==> src/rtl/axi_adapter_pkg.sv <==
`default_nettype none
// ============================================================================
// Module      : axi_adapter_pkg
// Description : Shared AXI B-response encodings and the response merge function.
// Revision    : 1.0 - initial release
// ============================================================================
package axi_adapter_pkg;

   localparam logic [1:0] BRESP_OKAY   = 2'b00;
   localparam logic [1:0] BRESP_EXOKAY = 2'b01;
   localparam logic [1:0] BRESP_SLVERR = 2'b10;
   localparam logic [1:0] BRESP_DECERR = 2'b11;

   // Severity order: EXOKAY lowest, so any plain OKAY beat downgrades an exclusive result.
   function automatic logic [1:0] bresp_rank(input logic [1:0] r);
      case (r)
         BRESP_DECERR: return 2'd3;
         BRESP_SLVERR: return 2'd2;
         BRESP_OKAY:   return 2'd1;
         default:      return 2'd0;
      endcase
   endfunction

   function automatic logic [1:0] bresp_merge(input logic [1:0] a, input logic [1:0] b,
                                              input logic mode);
      if (mode) return a | b;
      return (bresp_rank(a) >= bresp_rank(b)) ? a : b;
   endfunction

endpackage
`default_nettype wire

==> src/rtl/bresp_id_fifo.sv <==
`default_nettype none
// ============================================================================
// Module      : bresp_id_fifo
// Description : Per-ID queue of outstanding sub-transaction counts.
// Revision    : 1.0 - initial release
// ============================================================================
module bresp_id_fifo #(
   parameter int WIDTH = 3,
   parameter int DEPTH = 8
) (
   input  logic             aclk,
   input  logic             arst_n,
   input  logic             push,
   input  logic [WIDTH-1:0] push_data,
   input  logic             pop,
   output logic [WIDTH-1:0] head,
   output logic             full,
   output logic             empty
);

   localparam int PTR_W = $clog2(DEPTH);

   logic [WIDTH-1:0] r_mem [DEPTH];
   logic [PTR_W-1:0] r_wr_ptr;
   logic [PTR_W-1:0] r_rd_ptr;
   logic [PTR_W:0]   r_count;
   logic             w_do_push;
   logic             w_do_pop;

   assign w_do_push = push && !full;
   assign w_do_pop  = pop && !empty;
   assign full      = (r_count == (PTR_W+1)'(DEPTH));
   assign empty     = (r_count == '0);
   assign head      = r_mem[r_rd_ptr];

   always_ff @(posedge aclk or negedge arst_n) begin
      if (!arst_n) begin
         r_wr_ptr <= '0;
         r_rd_ptr <= '0;
         r_count  <= '0;
      end else begin
         if (w_do_push) r_wr_ptr <= r_wr_ptr + PTR_W'(1);
         if (w_do_pop)  r_rd_ptr <= r_rd_ptr + PTR_W'(1);
         case ({w_do_push, w_do_pop})
            2'b10:   r_count <= r_count + (PTR_W+1)'(1);
            2'b01:   r_count <= r_count - (PTR_W+1)'(1);
            default: r_count <= r_count;
         endcase
      end
   end

   // Storage needs no reset; occupancy alone defines validity.
   always_ff @(posedge aclk) begin
      if (w_do_push) r_mem[r_wr_ptr] <= push_data;
   end

endmodule
`default_nettype wire

==> src/rtl/bresp_merge_ctrl.sv <==
`default_nettype none
// ============================================================================
// Module      : bresp_merge_ctrl
// Description : Merges per-ID split B responses into one response per original write.
// Revision    : 1.0 - initial release
// ============================================================================
module bresp_merge_ctrl
   import axi_adapter_pkg::*;
#(
   parameter int ID_WIDTH  = 3,
   parameter int DEPTH     = 8,
   parameter int LEN_WIDTH = 3,
   parameter int RESP_MODE = 0
) (
   input  logic                 aclk,
   input  logic                 arst_n,
   input  logic                 push_valid,
   output logic                 push_ready,
   input  logic [ID_WIDTH-1:0]  push_id,
   input  logic [LEN_WIDTH-1:0] push_len,
   input  logic                 s_bvalid,
   output logic                 s_bready,
   input  logic [ID_WIDTH-1:0]  s_bid,
   input  logic [1:0]           s_bresp,
   output logic                 m_bvalid,
   input  logic                 m_bready,
   output logic [ID_WIDTH-1:0]  m_bid,
   output logic [1:0]           m_bresp,
   output logic                 err_unexpected
);

   localparam int   NUM_IDS  = 2**ID_WIDTH;
   localparam logic MODE_BIT = (RESP_MODE != 0);

   logic [NUM_IDS-1:0]   w_full;
   logic [NUM_IDS-1:0]   w_empty;
   logic [LEN_WIDTH-1:0] w_head [NUM_IDS];
   logic [LEN_WIDTH-1:0] r_rcv_cnt [NUM_IDS];
   logic [1:0]           r_acc [NUM_IDS];

   logic                 r_m_bvalid;
   logic [ID_WIDTH-1:0]  r_m_bid;
   logic [1:0]           r_m_bresp;
   logic                 r_err;

   logic                 w_push_fire;
   logic                 w_beat;
   logic                 w_hit;
   logic                 w_last;
   logic [1:0]           w_merged;

   assign push_ready  = !w_full[push_id];
   assign w_push_fire = push_valid && push_ready;
   assign s_bready    = !r_m_bvalid || m_bready;
   assign w_beat      = s_bvalid && s_bready;
   assign w_hit       = w_beat && !w_empty[s_bid];
   assign w_last      = w_hit && (r_rcv_cnt[s_bid] == w_head[s_bid]);

   // The first beat of a write seeds the accumulator; later beats fold into it.
   always_comb begin
      w_merged = s_bresp;
      if (r_rcv_cnt[s_bid] != '0)
         w_merged = bresp_merge(r_acc[s_bid], s_bresp, MODE_BIT);
   end

   generate
      for (genvar i = 0; i < NUM_IDS; i++) begin : g_id_fifo
         bresp_id_fifo #(
            .WIDTH (LEN_WIDTH),
            .DEPTH (DEPTH)
         ) u_fifo (
            .aclk      (aclk),
            .arst_n    (arst_n),
            .push      (w_push_fire && (push_id == ID_WIDTH'(i))),
            .push_data (push_len),
            .pop       (w_last && (s_bid == ID_WIDTH'(i))),
            .head      (w_head[i]),
            .full      (w_full[i]),
            .empty     (w_empty[i])
         );
      end
   endgenerate

   always_ff @(posedge aclk or negedge arst_n) begin
      if (!arst_n) begin
         for (int i = 0; i < NUM_IDS; i++) begin
            r_rcv_cnt[i] <= '0;
            r_acc[i]     <= '0;
         end
      end else begin
         for (int i = 0; i < NUM_IDS; i++) begin
            if (w_hit && (s_bid == ID_WIDTH'(i))) begin
               if (w_last) begin
                  r_rcv_cnt[i] <= '0;
                  r_acc[i]     <= '0;
               end else begin
                  r_rcv_cnt[i] <= r_rcv_cnt[i] + LEN_WIDTH'(1);
                  r_acc[i]     <= w_merged;
               end
            end
         end
      end
   end

   // Single-entry output slot; a completing beat may refill it in the cycle it drains.
   always_ff @(posedge aclk or negedge arst_n) begin
      if (!arst_n) begin
         r_m_bvalid <= 1'b0;
         r_m_bid    <= '0;
         r_m_bresp  <= '0;
         r_err      <= 1'b0;
      end else begin
         r_err <= w_beat && w_empty[s_bid];
         if (w_last) begin
            r_m_bvalid <= 1'b1;
            r_m_bid    <= s_bid;
            r_m_bresp  <= w_merged;
         end else if (m_bready) begin
            r_m_bvalid <= 1'b0;
         end
      end
   end

   assign m_bvalid       = r_m_bvalid;
   assign m_bid          = r_m_bid;
   assign m_bresp        = r_m_bresp;
   assign err_unexpected = r_err;

endmodule
`default_nettype wire

==> config.mk <==
export PLATFORM = sky130hd
export DESIGN_NAME = bresp_merge_ctrl
export DESIGN_NICKNAME = d
export VERILOG_FILES = /design/src/rtl/axi_adapter_pkg.sv /design/src/rtl/bresp_id_fifo.sv /design/src/rtl/bresp_merge_ctrl.sv
export SDC_FILE = /design/constraint.sdc
export NUM_CORES = 1
export LEC_CHECK = 0
export ABC_AREA = 0
export BUFFER_PORTS_ARGS = -buffer_cell sky130_fd_sc_hd__buf_2
export CAP_MARGIN = 20
export CORE_ASPECT_RATIO = 0.75
export CORE_MARGIN = 1
export CORE_UTILIZATION = 63
export DETAILED_ROUTE_END_ITERATION = 6
export GPL_TIMING_DRIVEN = 0
export PLACE_DENSITY = 0.89
export SYNTH_ARGS = -nofsm -noshare
export SYNTH_HDL_FRONTEND = slang
export SYNTH_HIERARCHICAL = 1
export SYNTH_SLANG_ARGS = --single-unit
==> constraint.sdc <==
create_clock -name aclk -period 5.42 [get_ports aclk]
set_input_delay 0.271 -clock aclk [delete_from_list [all_inputs] [get_ports aclk]]
set_output_delay 0.271 -clock aclk [all_outputs]
set_load 0.02 [all_outputs]
Word-level counts from Yosys, hierarchy flattened
Memory sizes are Yosys's and may differ from the RTL's.
Index checks and enable logic that the tools add are counted.
Storage, ports and cells
  flip-flop bits (word level): 127
  logic and storage cells: 281
  RAM bits: 192
  memories kept: 8
  input bits: 16
  output and inout bits: 9
Memory list
  g_id_fifo[0].u_fifo.r_mem: depth 8, width 3, rd ports 1, clocked after memory_dff 0, write ports 1, line bresp_id_fifo.sv:23  | logic [WIDTH-1:0] r_mem [DEPTH];
  g_id_fifo[1].u_fifo.r_mem: depth 8, width 3, rd ports 1, clocked after memory_dff 0, write ports 1, line bresp_id_fifo.sv:23
  g_id_fifo[2].u_fifo.r_mem: depth 8, width 3, rd ports 1, clocked after memory_dff 0, write ports 1, line bresp_id_fifo.sv:23
  g_id_fifo[3].u_fifo.r_mem: depth 8, width 3, rd ports 1, clocked after memory_dff 0, write ports 1, line bresp_id_fifo.sv:23
  g_id_fifo[4].u_fifo.r_mem: depth 8, width 3, rd ports 1, clocked after memory_dff 0, write ports 1, line bresp_id_fifo.sv:23
  g_id_fifo[5].u_fifo.r_mem: depth 8, width 3, rd ports 1, clocked after memory_dff 0, write ports 1, line bresp_id_fifo.sv:23
  2 more memories
Operators by class
  equality and inequality tests: 43
  muxes and demuxes: 54
  magnitude comparators: 4
  add/subtract/negate cells: 40
  reduce and logical (&&, ||, !) cells: 87
  bitwise operators: 1
Operators with widths (number)
  3-bit by 1-bit adder with 3-bit output, second input constant: 24
  4-bit case mux with 2 select lines: 8
  1-bit logical AND: 45
  3-bit 2-to-1 mux: 12
  4-bit by 1-bit adder with 4-bit output, second input constant: 8
  4-bit equality test, second input constant: 8
  4-bit logical NOT: 8
  4-bit by 1-bit subtractor with 4-bit output, second input constant: 8
  2-bit equality test, second input constant: 12
  3-bit equality test, second input constant: 8
  1-bit 2-to-1 mux: 20
  1-bit logical NOT: 19
  3-bit binary-select mux with 3-bit select: 2
  2-bit nonzero test: 9
  2-bit by 1-bit equality test with 1-bit output, second input constant: 8
  2-bit 2-to-1 mux: 7
  3-bit by 2-bit equality test with 1-bit output, second input constant: 4
  2-bit case mux with 3 select lines: 2
  3-bit by 4-bit < comparator with 1-bit output, second input constant: 2
  1-bit binary-select mux with 3-bit select: 2
  2-bit binary-select mux with 3-bit select: 1
  3-bit by 1-bit equality test with 1-bit output, second input constant: 2
  3-bit logical NOT: 2
  4-bit >= comparator, second input constant: 1
  other kinds (6): 7

Longest topological paths before layout
Gate-level depths: netlist of run 1.
  word-level depth: 11
  gate-level depth with buffers: 17

Hierarchy
Netlist of run 1, hierarchy kept.
By module, submodules not included
  bresp_id_fifo (g_id_fifo[0].u_fifo ...): instances 7, area each 1560.2 sq um, cells an instance 102
  bresp_merge_ctrl: instances 1, area each 3090.5 sq um, cells an instance 331
  bresp_id_fifo (g_id_fifo[2].u_fifo): instances 1, area each 1561.5 sq um, cells an instance 102

Least setup slack after synthesis of run 1
No wires, ideal clock.
  kind: flip-flop to flip-flop
  from: register g_id_fifo[3].u_fifo.r_rd_ptr[0]
  to: register g_id_fifo[2].u_fifo.r_count[3]
  buffers on the path: 2
  path slack: 1105 ps
  arrival time: 4181 ps
  stages on the path, launching flop included: 18
  cell sequence: dfrtp_1 > buf_2 > mux4_2 > mux2_2 > mux2_2 > o22ai_1 > a221oi_1 > xor2_1 > nand4_2 > clkbuf_1 > nor2_1 > o41ai_2 > inv_1 > ha_1 > ha_1 > or4b_2 > o311ai_0 > o211ai_1
RTL lines
  start, declared: line bresp_id_fifo.sv:25  | logic [PTR_W-1:0] r_rd_ptr;
  start signal, assigned: line bresp_id_fifo.sv:43  | if (w_do_pop) r_rd_ptr <= r_rd_ptr + PTR_W'(1);
  end signal, assigned: line bresp_id_fifo.sv:45  | 2'b10: r_count <= r_count + (PTR_W+1)'(1);
  end signal, assigned: line bresp_id_fifo.sv:46  | 2'b01: r_count <= r_count - (PTR_W+1)'(1);
  end signal, assigned: line bresp_id_fifo.sv:47  | default: r_count <= r_count;
  end, declared: line bresp_id_fifo.sv:26  | logic [PTR_W:0] r_count;

==> results of run 1 <==
[power by group]
part,internal (W),switching (W)
combinational,0.000925,0.00102
sequential,0.00300,0.000521
clock,0.00122,0.000886
total,0.00514,0.00243
[state kept, by name, indices dropped and copies added, names as in the netlist]
name                       cells
r_rcv_cnt                     24
r_acc                         16
err_unexpected                 1
m_bid                          3
m_bresp                        2
m_bvalid                       1
g_id_fifo.u_fifo/r_wr_ptr     24
g_id_fifo.u_fifo/r_mem       192
g_id_fifo.u_fifo/r_count      32
g_id_fifo.u_fifo/r_rd_ptr     24
[metrics by stage]
stage / instances / setup slack [ps]
6_report: 1558 / 229
5_1_grt: 1558 / 43.5
4_1_cts: 1555 / 18.2
3_5_place_dp: 1501 / 27.9
3_3_place_gp: 1499 / 199
2_1_floorplan: 1147 / 1110
[worst max-delay path: cells and delay by family, from the launching register on]
| family | cells | cell delay [ps] |
|---|---|---|
| AO/OA/AOI/OAI | 5 | 770 |
| XOR/XNOR | 1 | 200 |
| adder cells (fa/ha/maj) | 2 | 700 |
| buffers and inverters | 3 | 770 |
| flip-flops | 1 | 360 |
| multiplexers | 3 | 1090 |
| AND/OR/NAND/NOR | 3 | 1180 |
[kinds of logic (layout without fill, tap and decap cells)]
group / after synthesis / in the layout / synth area share
xor+xnor: 51 / 51 / 0.0287
simple gates: 355 / 355 / 0.123
buf+inv: 98 / 178 / 0.0276
compound gates: 127 / 127 / 0.0603
mux: 135 / 135 / 0.132
fa+ha+maj: 62 / 62 / 0.0537
flops: 319 / 319 / 0.574
[cells in the final DEF (no fill, tap or decap), types with 25 or more instances in the layout]
| cell | instances |
|---|---|
| mux2_2 | 43 |
| nand3_1 | 41 |
| buf_2 | 35 |
| o21ai_0 | 35 |
| clkbuf_16 | 29 |
| edfxtp_1 | 192 |
| nor3b_1 | 27 |
| clkbuf_1 | 29 |
| ha_1 | 54 |
| inv_1 | 39 |
| nor2_1 | 64 |
| dfrtp_1 | 127 |
| mux2i_1 | 25 |
| mux4_2 | 51 |
| xnor2_1 | 41 |
| nand2_1 | 106 |
[area by class of cell]
class / count / area, µm²
multi-input cells: 730 / 6210
repair buffers: 27 / 214
inverters: 53 / 199
fillers: 1505 / 6900
clock inverters: 15 / 185
plain buffers: 45 / 235
flip-flops and latches: 319 / 8940
well taps: 331 / 414
clock buffers: 38 / 790
[how the worst min path moves through the flow]
stage	from	to	slack, ps	cells past startpoint
3_5_place_dp	arst_n	g_id_fifo[0].u_fifo/r_wr_ptr[2]	240	1
5_1_grt	s_bvalid	err_unexpected	10	3
4_1_cts	s_bvalid	err_unexpected	10	3
2_1_floorplan	arst_n	err_unexpected	-20	0
3_3_place_gp	m_bresp[0]	m_bresp[0]	460	2
6_report	s_bvalid	err_unexpected	20	3
[metal layers]
layer / global-route usage / routed length (µm) / share of wire
met1: 0.385 / 13800 / 0.42
met2: 0.432 / 15900 / 0.48
met3: 0.0508 / 2560 / 0.077
met4: 0.0689 / 888 / 0.027
met5: 0 / 0 / 0
[what timing repair did]
| item | 4_1_cts | 5_1_grt |
|---|---|---|
| gates resized for setup | 0 | 6 |
| setup endpoints to repair | 0 | 3 |
| hold endpoints to repair | 46 | 0 |
| hold buffers | 1 | 0 |
==> results.md, run 1 <==
* Leak at 6.50 nW
* Reg2reg start: g_id_fifo[0].u_fifo/r_rd_ptr[0]
* Die area at 25400 µm²
* Via-to-Cell Ratio at 6.41
* Clock buffer count from CTS at 29
* RSZ-0062 raised after global routing: no
* Vias in the first global route at 10028
* Worst reg2reg path depth at 17
* Grt ovf at 0
* Flop-to-flop setup slack at 230 ps
* CP endpoint kind: flop
* P&R area growth vs syn at 10.4%
* Nets at 1283
* Top FF cell, synth: edfxtp_1
* Antenna diode instance count at 0
* Worst Hold Class: in -> reg
* CTS sink cnt at 319
* Critical path arrival at 5600 ps
* Crit path max fanout at 10
* Worst-case clock buffer depth at 3
* R2R Path End: g_id_fifo[2].u_fifo/r_count[3]
* Crit. Startpoint: g_id_fifo[0].u_fifo/r_rd_ptr[0]
* Number of enable flip-flop cells after synthesis at 192
* Mapped Area at 15600 µm²
* Power Density at 441 nW/µm²
* Area leader, netlist: edfxtp_1
* ANT nets after route at 0
* Worst setup path end: g_id_fifo[2].u_fifo/r_count[3]
* Largest cells by area after synthesis: edfxtp_1 (37%), dfrtp_1 (20%), mux4_2 (7.4%), ha_1 (4.3%), mux2_2 (3.1%)
* Util after Layout at 0.713
* FP Rows at 49
* Vias at 9985
* Max-Cap Viols at 0
* Peak supply drop at 364 µV
* Clock tree from TritonCTS: built
* Worst Tran Pin Value at 1090 ps
* Sequential area share after synthesis at 0.574
* Post-placement cell area at 16100 µm²
* Die W at 184 µm
* Initial antenna violation count at 0
* Fmax at 193 MHz
* Kind of critical path: reg -> reg
* Die H at 138 µm
* Worst Skew at 17.3 ps
* Tmin final at 5190 ps
* Slew Limit Fails at 0
* Layout cells sized above 1 at 0.190
* Syn Inst Count at 1147
* H-tree depth at 1
* Setup Fix Bufs, Post-CTS at 0
* WHS at 22.0 ps
* Syn avg cell area at 13.6 µm²
* CTS Root Cell: clkbuf_16
* Synth cell count leaders: edfxtp_1 (192), dfrtp_1 (127), nand2_1 (106)
* Most frequent cell after synthesis: edfxtp_1
* Final WL at 33100 µm
* Final hold vios at 0
* Ports at 25
* Initial Utilization at 0.646
* Total power at 0.00757 W
* Status: finished clean
* Ys Warns at 6
* HPWL Detailed at 22300 µm
* Port bufs at 21
* Avg WL per Cell at 21.2 µm
* Post-synth top area share at 0.370
* Critical path's slowest cell: or4b_2
* Final instance area at 17200 µm²
* Initial DRC Count at 1046
* Final GP Congestion at 0.881
* Period Utilization, post-route at 0.958
* Crit path largest cell delay at 640 ps
* GR Util All Layers at 0.270
* Remaining DRCs at 0
* CP required at 5830 ps
* Later-pin clock latency in the skew report at 550 ps
* Share of flip-flops with an asynchronous set or reset at 0.398
* Setup TNS at 0 ps
* Yosys reg bits at 319
* Core box area at 24100 µm²
* Worst-path clk slew at 70 ps
* Synth cell types at 62
* Final setup viols at 0
* Max-slew headroom at 0.265
* Synthesized Nets at 1225
* Critical Path Source Type: flop
* Largest net degree at the start of global routing at 82
* Initial DRT Pass Iterations at 5
* First-pass GRT wire length at 53400 µm
* Crit-path cells: buf_2 -> mux4_2 -> mux2_2 -> mux2i_1 -> a2bb2oi_1 -> o211ai_1 -> xnor2_1 -> nand4_2 -> clkbuf_4 -> nor2_1 -> o41ai_2 -> inv_1 -> ha_1 -> ha_1 -> or4b_2 -> o311ai_0 -> o211ai_1
(Power assumes the default switching activity.)
==> run 2: changes to the inputs <==
--- a/config.mk
+++ b/config.mk
@@ -11,9 +11,10 @@
 export CORE_ASPECT_RATIO = 0.75
 export CORE_MARGIN = 1
 export CORE_UTILIZATION = 63
+export CTS_CLUSTER_DIAMETER = 60
 export DETAILED_ROUTE_END_ITERATION = 6
 export GPL_TIMING_DRIVEN = 0
-export PLACE_DENSITY = 0.89
+export PLACE_DENSITY = 0.9
 export SYNTH_ARGS = -nofsm -noshare
 export SYNTH_HDL_FRONTEND = slang
 export SYNTH_HIERARCHICAL = 1
==> run 2 against run 1 <==
  * Register-to-register slack worse by 70 ps
  * Clock-buffer cell count down 1
  * Total power about the same
  * Core utilization up 0.073 points
  * Sequential share of layout area shrank 0.053 points
  * Largest power group unchanged
  * Hold slack better by 4.2 ps
  * Setup slack got worse by 70 ps
  * Non-clock buffer count rose by 1
==> results.md, run 2 (synthesis results as in run 1) <==
* Util after Layout at 0.714 (was 0.713)
* Max-Cap Viols at 0 (unchanged)
* FP Rows at 49 (unchanged)
* Core box area at 24100 µm² (unchanged)
* Setup TNS at 0 ps (unchanged)
* H-tree depth at 1 (unchanged)
* Initial antenna violation count at 0 (unchanged)
* Pint at 0.00512 W (was 0.00514 W)
* HPWL Detailed at 22400 µm (was 22300 µm)
* P&R area growth vs syn at 10.5% (was 10.4%)
* Most common cell after layout, fill and taps aside: edfxtp_1 (unchanged)
* Critical path arrival at 5700 ps (was 5600 ps)
* Combinational share of power at 0.260 (was 0.257)
* CP bufs+invs at 3 (unchanged)
* RSZ-0062 raised after global routing: no (unchanged)
* Peak supply drop at 302 µV (was 364 µV)
* Dpl cells at 1501 (unchanged)
* Critical Path Source Type: flop (unchanged)
* Worst Skew at 19.1 ps (was 17.3 ps)
* Final setup viols at 0 (unchanged)
* Initial Utilization at 0.646 (unchanged)
* Leak at 6.51 nW (was 6.50 nW)
* Nets at 1284 (was 1283)
* Worst Tran Pin Value at 820 ps (was 1090 ps)
* Layout cells sized above 1 at 0.194 (was 0.190)
* Fmax at 190 MHz (was 193 MHz)
* Die H at 138 µm (unchanged)
* Sw Share at 0.324 (was 0.321)
* Reg power frac at 0.464 (was 0.465)
* CTS sink cnt at 319 (unchanged)
* ANT nets after route at 0 (unchanged)
* Initial DRC Count at 968 (was 1046)
* Family with the most delay on the worst path: multiplexers (was simple AND/OR/NAND/NOR gates)
* Number of fill cells at 1520 (was 1505)
* PnR worst setup slack at 159 ps (was 229 ps)
* Global Route met3 Usage at 0.0516 (was 0.0508)
* Power Density at 440 nW/µm² (was 441 nW/µm²)
* Kind of critical path: reg -> reg (unchanged)
* Later-pin clock latency in the skew report at 560 ps (was 550 ps)
* Area of the multi-input gates at 6220 µm² (was 6210 µm²)
* Met1 usage at 0.383 (was 0.385)
* Final GP Congestion at 0.940 (was 0.881)
* Seq. cell area at 8940 µm² (unchanged)
* Critical path's slowest cell: mux4_2 (was or4b_2)
* Crit path max fanout at 10 (unchanged)
* Via-to-Cell Ratio at 6.37 (was 6.41)
* Remaining DRCs at 0 (unchanged)
* Grt ovf at 0 (unchanged)
* Worst-case clock buffer depth at 3 (unchanged)
* Die W at 184 µm (unchanged)
* Slew Limit Fails at 0 (unchanged)
* Vias in the first global route at 9872 (was 10028)
* Antenna diode instance count at 0 (unchanged)
* CP endpoint kind: flop (unchanged)
* Crit path largest cell delay at 600 ps (was 640 ps)
* Top flop regs: g_id_fifo.u_fifo/r_mem: 192 flops, g_id_fifo.u_fifo/r_count: 32 flops (unchanged)
* Clk pwr share at 0.276 (was 0.278)
* Pre-CTS WS at 57.3 ps (was 27.9 ps)
* Worst-path clk slew at 70 ps (about the same)
* Final WL at 33500 µm (was 33100 µm)
* Largest register by flop count: g_id_fifo.u_fifo/r_mem (unchanged)
* Crit-path cells: buf_2 -> mux4_2 -> mux2_2 -> mux2_2 -> o22ai_1 -> a221oi_1 -> xor2_1 -> nand4_4 -> buf_2 -> nor3_1 -> o41ai_2 -> inv_2 -> ha_1 -> ha_1 -> or4b_1 -> o311ai_0 -> o211ai_1 (was buf_2 -> mux4_2 -> mux2_2 -> mux2i_1 -> a2bb2oi_1 -> o211ai_1 -> xnor2_1 -> nand4_2 -> clkbuf_4 -> nor2_1 -> o41ai_2 -> inv_1 -> ha_1 -> ha_1 -> or4b_2 -> o311ai_0 -> o211ai_1)
* Clock buffer count from CTS at 29 (unchanged)
* WHS at 26.2 ps (was 22.0 ps)
* CTS Root Cell: clkbuf_16 (unchanged)
* Final hold vios at 0 (unchanged)
* Status: finished clean (unchanged)
* Max reg flops at 192 (unchanged)
* Clock tree from TritonCTS: built (unchanged)
* Grt met2 use at 0.429 (was 0.432)
* NetSw at 0.00245 W (was 0.00243 W)
* Port bufs at 21 (unchanged)
* Avg WL per Cell at 21.5 µm (was 21.2 µm)
* Die area at 25400 µm² (unchanged)
* Grt peak-use layer: met2 (unchanged)
* Max-slew headroom at 0.448 (was 0.265)
* Flop-to-flop setup slack at 160 ps (was 230 ps)
* Commonest non-fill, non-tap cells in the layout: edfxtp_1 (192), dfrtp_1 (127), nand2_1 (106) (unchanged)
* Tmin final at 5260 ps (was 5190 ps)
* Vias at 9925 (was 9985)
* Worst Hold Class: in -> reg (unchanged)
* First-pass GRT wire length at 52900 µm (was 53400 µm)
* Non-filler cells, final at 1559 (was 1558)
* Largest net degree at the start of global routing at 80 (was 82)
* Ports at 25 (unchanged)
* CP required at 5860 ps (was 5830 ps)
* GR Util All Layers at 0.269 (was 0.270)
* Period Utilization, post-route at 0.971 (was 0.958)
* Initial DRT Pass Iterations at 6 (was 5)
run 2: worst reg2reg max path, delay by kind of cell (launching register included):
family / cells / cell delay, ps
compound gates: 5 / 790
xor+xnor: 1 / 310
fa+ha+maj: 2 / 680
buf+inv: 3 / 740
flops: 1 / 350
mux: 3 / 1180
simple gates: 3 / 1110
run 2: through the flow:
step,power (W),area (µm²)
after floorplan,0.00486,15600
after global placement,0.00527,16100
after detailed placement,0.00545,16100
after CTS,0.00755,17100
after global routing,0.00794,17200
final,0.00758,17200
run 2: final cells by class:
| type | instances | share of cell area |
|---|---|---|
| flip-flops and latches | 319 | 0.520 |
| multi-input cells | 730 | 0.362 |
| clock buffers | 37 | 0.0468 |
| well taps | 331 | 0.0241 |
| plain buffers | 45 | 0.0135 |
| repair buffers | 28 | 0.0127 |
| inverters | 53 | 0.0116 |
| clock inverters | 16 | 0.00989 |
run 2: repair_timing:
action | in CTS | in global routing
endpoints found under the setup margin | 1 | 8
gates cloned | 0 | 0
hold buffers | 1 | 0
endpoints found under the hold margin | 48 | 0
buffers inserted | 0 | 0
resized for setup | 1 | 6
run 2: layer usage:
metal,vias up,wire length [µm],share of wire
met2,444,16100,0.48
met3,85,2670,0.080
met5,-,0,0
met4,0,883,0.026
met1,4975,13800,0.41
li1,4421,-,-
run 2: worst paths after layout:
check	startpoint	end	depth (start not counted)
max	g_id_fifo[1].u_fifo/r_rd_ptr[0]	g_id_fifo[4].u_fifo/r_count[3]	17
min	s_bvalid	err_unexpected	3
max reg2reg	g_id_fifo[1].u_fifo/r_rd_ptr[0]	g_id_fifo[4].u_fifo/r_count[3]	17
min reg2reg	m_bresp[0]	m_bresp[0]	2
max in group asynchronous	arst_n	g_id_fifo[6].u_fifo/r_count[3]	3
min in group asynchronous	arst_n	g_id_fifo[0].u_fifo/r_rd_ptr[2]	2
run 2: power groups by stage:
stage	clock, W	combinational [W]	sequential (W)
2_1_floorplan	0	0.00143	0.00343
3_3_place_gp	0	0.00179	0.00349
3_5_place_dp	0	0.00191	0.00354
4_1_cts	0.00211	0.00194	0.00350
5_1_grt	0.00220	0.00216	0.00358
6_report	0.00209	0.00197	0.00352
==> run 3: changes to the inputs <==
--- a/config.mk
+++ b/config.mk
@@ -6,7 +6,7 @@
 export NUM_CORES = 1
 export LEC_CHECK = 0
 export ABC_AREA = 0
-export BUFFER_PORTS_ARGS = -buffer_cell sky130_fd_sc_hd__buf_2
+export BUFFER_PORTS_ARGS = -buffer_cell sky130_fd_sc_hd__buf_4
 export CAP_MARGIN = 20
 export CORE_ASPECT_RATIO = 0.75
 export CORE_MARGIN = 1
@@ -14,7 +14,9 @@
 export CTS_CLUSTER_DIAMETER = 60
 export DETAILED_ROUTE_END_ITERATION = 6
 export GPL_TIMING_DRIVEN = 0
+export HOLD_SLACK_MARGIN = 0.05
 export PLACE_DENSITY = 0.9
+export RECOVER_POWER = 25
 export SYNTH_ARGS = -nofsm -noshare
 export SYNTH_HDL_FRONTEND = slang
 export SYNTH_HIERARCHICAL = 1
==> run 3 against run 2 <==
  * The run now ends with max-capacitance violations, max-slew violations left
  * Sequential cell count unchanged
  * Sequential share of layout area is 0.13 points higher
  * Combinational power barely moved
  * Design area decreased by 0.25%
  * Hold slack better by 97 ps
  * Core utilization down 0.18 points
  * Routed wire length shrank 0.51%
  * Setup slack improved by 92 ps
  * Maximum frequency increased by 1.8%
  * Clock skew shrank 3.6 ps
  * Critical path type unchanged
==> results.md, run 3 (synthesis results as in run 1) <==
* Slew Limit Fails at 195 (was 0)
* Vias at 9864 (was 9925)
* Initial DRT Pass Iterations at 6 (unchanged)
* Worst Tran Pin Value at 2760 ps (was 820 ps)
* Total power at 0.00751 W (was 0.00758 W)
* Worst Skew at 15.5 ps (was 19.1 ps)
* Avg WL per Cell at 21.4 µm (was 21.5 µm)
* Max-Cap Viols at 3 (was 0)
* Dpl cells at 1501 (unchanged)
* Status: finished with violations (was finished clean)
* Largest net degree at the start of global routing at 83 (was 80)
* Top flop regs: g_id_fifo.u_fifo/r_mem: 192 flops, g_id_fifo.u_fifo/r_count: 32 flops (unchanged)
* Die area at 25400 µm² (unchanged)
* H-tree depth at 1 (unchanged)
* Tmin final at 5170 ps (was 5260 ps)
* Critical path arrival at 5580 ps (was 5700 ps)
* Worst Hold Class: in -> reg (unchanged)
* Leak at 6.45 nW (was 6.51 nW)
* Final GP Congestion at 0.933 (was 0.940)
* Period Utilization, post-route at 0.954 (was 0.971)
* Die H at 138 µm (unchanged)
* ANT nets after route at 0 (unchanged)
* Worst-path clk slew at 70 ps (about the same)
* Initial Utilization at 0.646 (unchanged)
* NetSw at 0.00245 W (about the same)
* Critical Path Source Type: flop (unchanged)
* Fmax at 193 MHz (was 190 MHz)
* Via-to-Cell Ratio at 6.33 (was 6.37)
* Clock buffer count from CTS at 29 (unchanged)
* CP required at 5840 ps (was 5860 ps)
* Peak supply drop at 288 µV (was 302 µV)
* First-pass GRT wire length at 53300 µm (was 52900 µm)
* Sw Share at 0.327 (was 0.324)
* Failing checks: max-capacitance violations, max-slew violations
* CTS sink cnt at 319 (unchanged)
* Antenna diode instance count at 0 (unchanged)
* Combinational share of power at 0.265 (was 0.260)
* Reg power frac at 0.468 (was 0.464)
* Number of fill cells at 1504 (was 1520)
* Port bufs at 21 (unchanged)
* Commonest non-fill, non-tap cells in the layout: edfxtp_1 (192), dfrtp_1 (127), nand2_1 (106) (unchanged)
* Core box area at 24100 µm² (unchanged)
* Clk pwr share at 0.267 (was 0.276)
* GR Util All Layers at 0.271 (was 0.269)
* Die W at 184 µm (unchanged)
* Power Density at 438 nW/µm² (was 440 nW/µm²)
* Most common cell after layout, fill and taps aside: edfxtp_1 (unchanged)
* Initial DRC Count at 1022 (was 968)
* CTS Root Cell: clkbuf_16 (unchanged)
* Setup TNS at 0 ps (unchanged)
* Clock tree from TritonCTS: built (unchanged)
* Final setup viols at 0 (unchanged)
* P&R area growth vs syn at 10.2% (was 10.5%)
* Initial antenna violation count at 0 (unchanged)
* Final WL at 33300 µm (was 33500 µm)
* Max reg flops at 192 (unchanged)
* PnR worst setup slack at 251 ps (was 159 ps)
* CP endpoint kind: flop (unchanged)
* Ports at 25 (unchanged)
* HPWL Detailed at 22600 µm (was 22400 µm)
* Layout cells sized above 1 at 0.186 (was 0.194)
* Crit path max fanout at 10 (unchanged)
* Non-filler cells, final at 1559 (unchanged)
* Max-slew headroom at -0.839 (was 0.448)
* Nets at 1283 (was 1284)
* Worst-case clock buffer depth at 3 (unchanged)
* Later-pin clock latency in the skew report at 550 ps (was 560 ps)
* Largest register by flop count: g_id_fifo.u_fifo/r_mem (unchanged)
* Vias in the first global route at 9840 (was 9872)
* FP Rows at 49 (unchanged)
* Remaining DRCs at 0 (unchanged)
* Kind of critical path: reg -> reg (unchanged)
* Pint at 0.00506 W (was 0.00512 W)
* Grt ovf at 0 (unchanged)
* Final hold vios at 0 (unchanged)
* Pre-CTS WS at 48.9 ps (was 57.3 ps)
## run 3: cell types whose count changed in the layout (fill, tap and decap cells not counted), sizes merged
cell / delta
clkbuf: +7
bufinv: -2
clkinv: -6
buf: -6
inv: +2
clkinvlp: +3
dlygate4sd3: +2
## run 3: worst max-delay path, cell delays in order (launching register included)
cell,delay [ps]
dfrtp_1,350
buf_2,260
mux4_2,530
mux2_2,300
mux2_2,320
o22ai_1,210
a221oi_1,120
xor2_1,210
buf_4,150
nand4_4,230
clkbuf_4,340
nor3_1,270
o41ai_2,210
inv_2,120
ha_2,280
ha_1,340
or4b_1,530
o311ai_0,130
o211ai_1,130
## run 3: power groups by stage
stage	clock, W	combinational [W]	sequential, W
after detailed placement	0	0.00193	0.00354
after global routing	0.00211	0.00219	0.00358
final	0.00201	0.00199	0.00352
after global placement	0	0.00180	0.00349
after floorplan	0	0.00143	0.00343
after CTS	0.00202	0.00197	0.00350
## run 3: final cells by class
cell class,count,area [µm²],share of cell area
Inverter,53,199,0.0116
Buffer,45,235,0.0137
Clock buffer,41,821,0.0478
Multi-Input combinational cell,730,6220,0.362
Clock inverter,13,111,0.00649
Timing Repair Buffer,27,220,0.0128
Sequential cell,319,8940,0.521
Tap cell,331,414,0.0241
## run 3: per-layer routing
metal,vias to the layer above,track usage,part of all wire
met3,93,0.0535,0.085
met1,4865,0.375,0.41
met5,-,0,0
li1,4431,-,-
met2,475,0.436,0.48
met4,0,0.0846,0.032
## run 3: final timing paths
check	from	end	slack, ps	cells after the start
min	s_bresp[1]	m_bresp[1]	120	4
max in group asynchronous	arst_n	g_id_fifo[6].u_fifo/r_rd_ptr[2]	4390	3
min reg2reg	m_bresp[1]	m_bresp[1]	490	2
max	g_id_fifo[0].u_fifo/r_rd_ptr[0]	g_id_fifo[0].u_fifo/r_count[3]	250	18
min in group asynchronous	arst_n	g_id_fifo[0].u_fifo/r_rd_ptr[2]	240	2
max reg2reg	g_id_fifo[0].u_fifo/r_rd_ptr[0]	g_id_fifo[0].u_fifo/r_count[3]	250	18
## run 3: metrics by stage
step / hold slack [ps] / instance area [µm²] / utilization
after floorplan: -24.6 / 15600 / -
after global placement: 462 / 16100 / 0.670
after detailed placement: 246 / 16200 / 0.672
after CTS: 115 / 17100 / 0.712
after global routing: 133 / 17200 / 0.712
final: 123 / 17200 / 0.712
## run 3: repair_timing
item,4_1_cts,5_1_grt
pin swaps,0,1
setup buffers,0,1
gates resized for setup,1,7
hold buffers,3,0
hold endpoints to repair,47,0
setup endpoints to repair,2,6
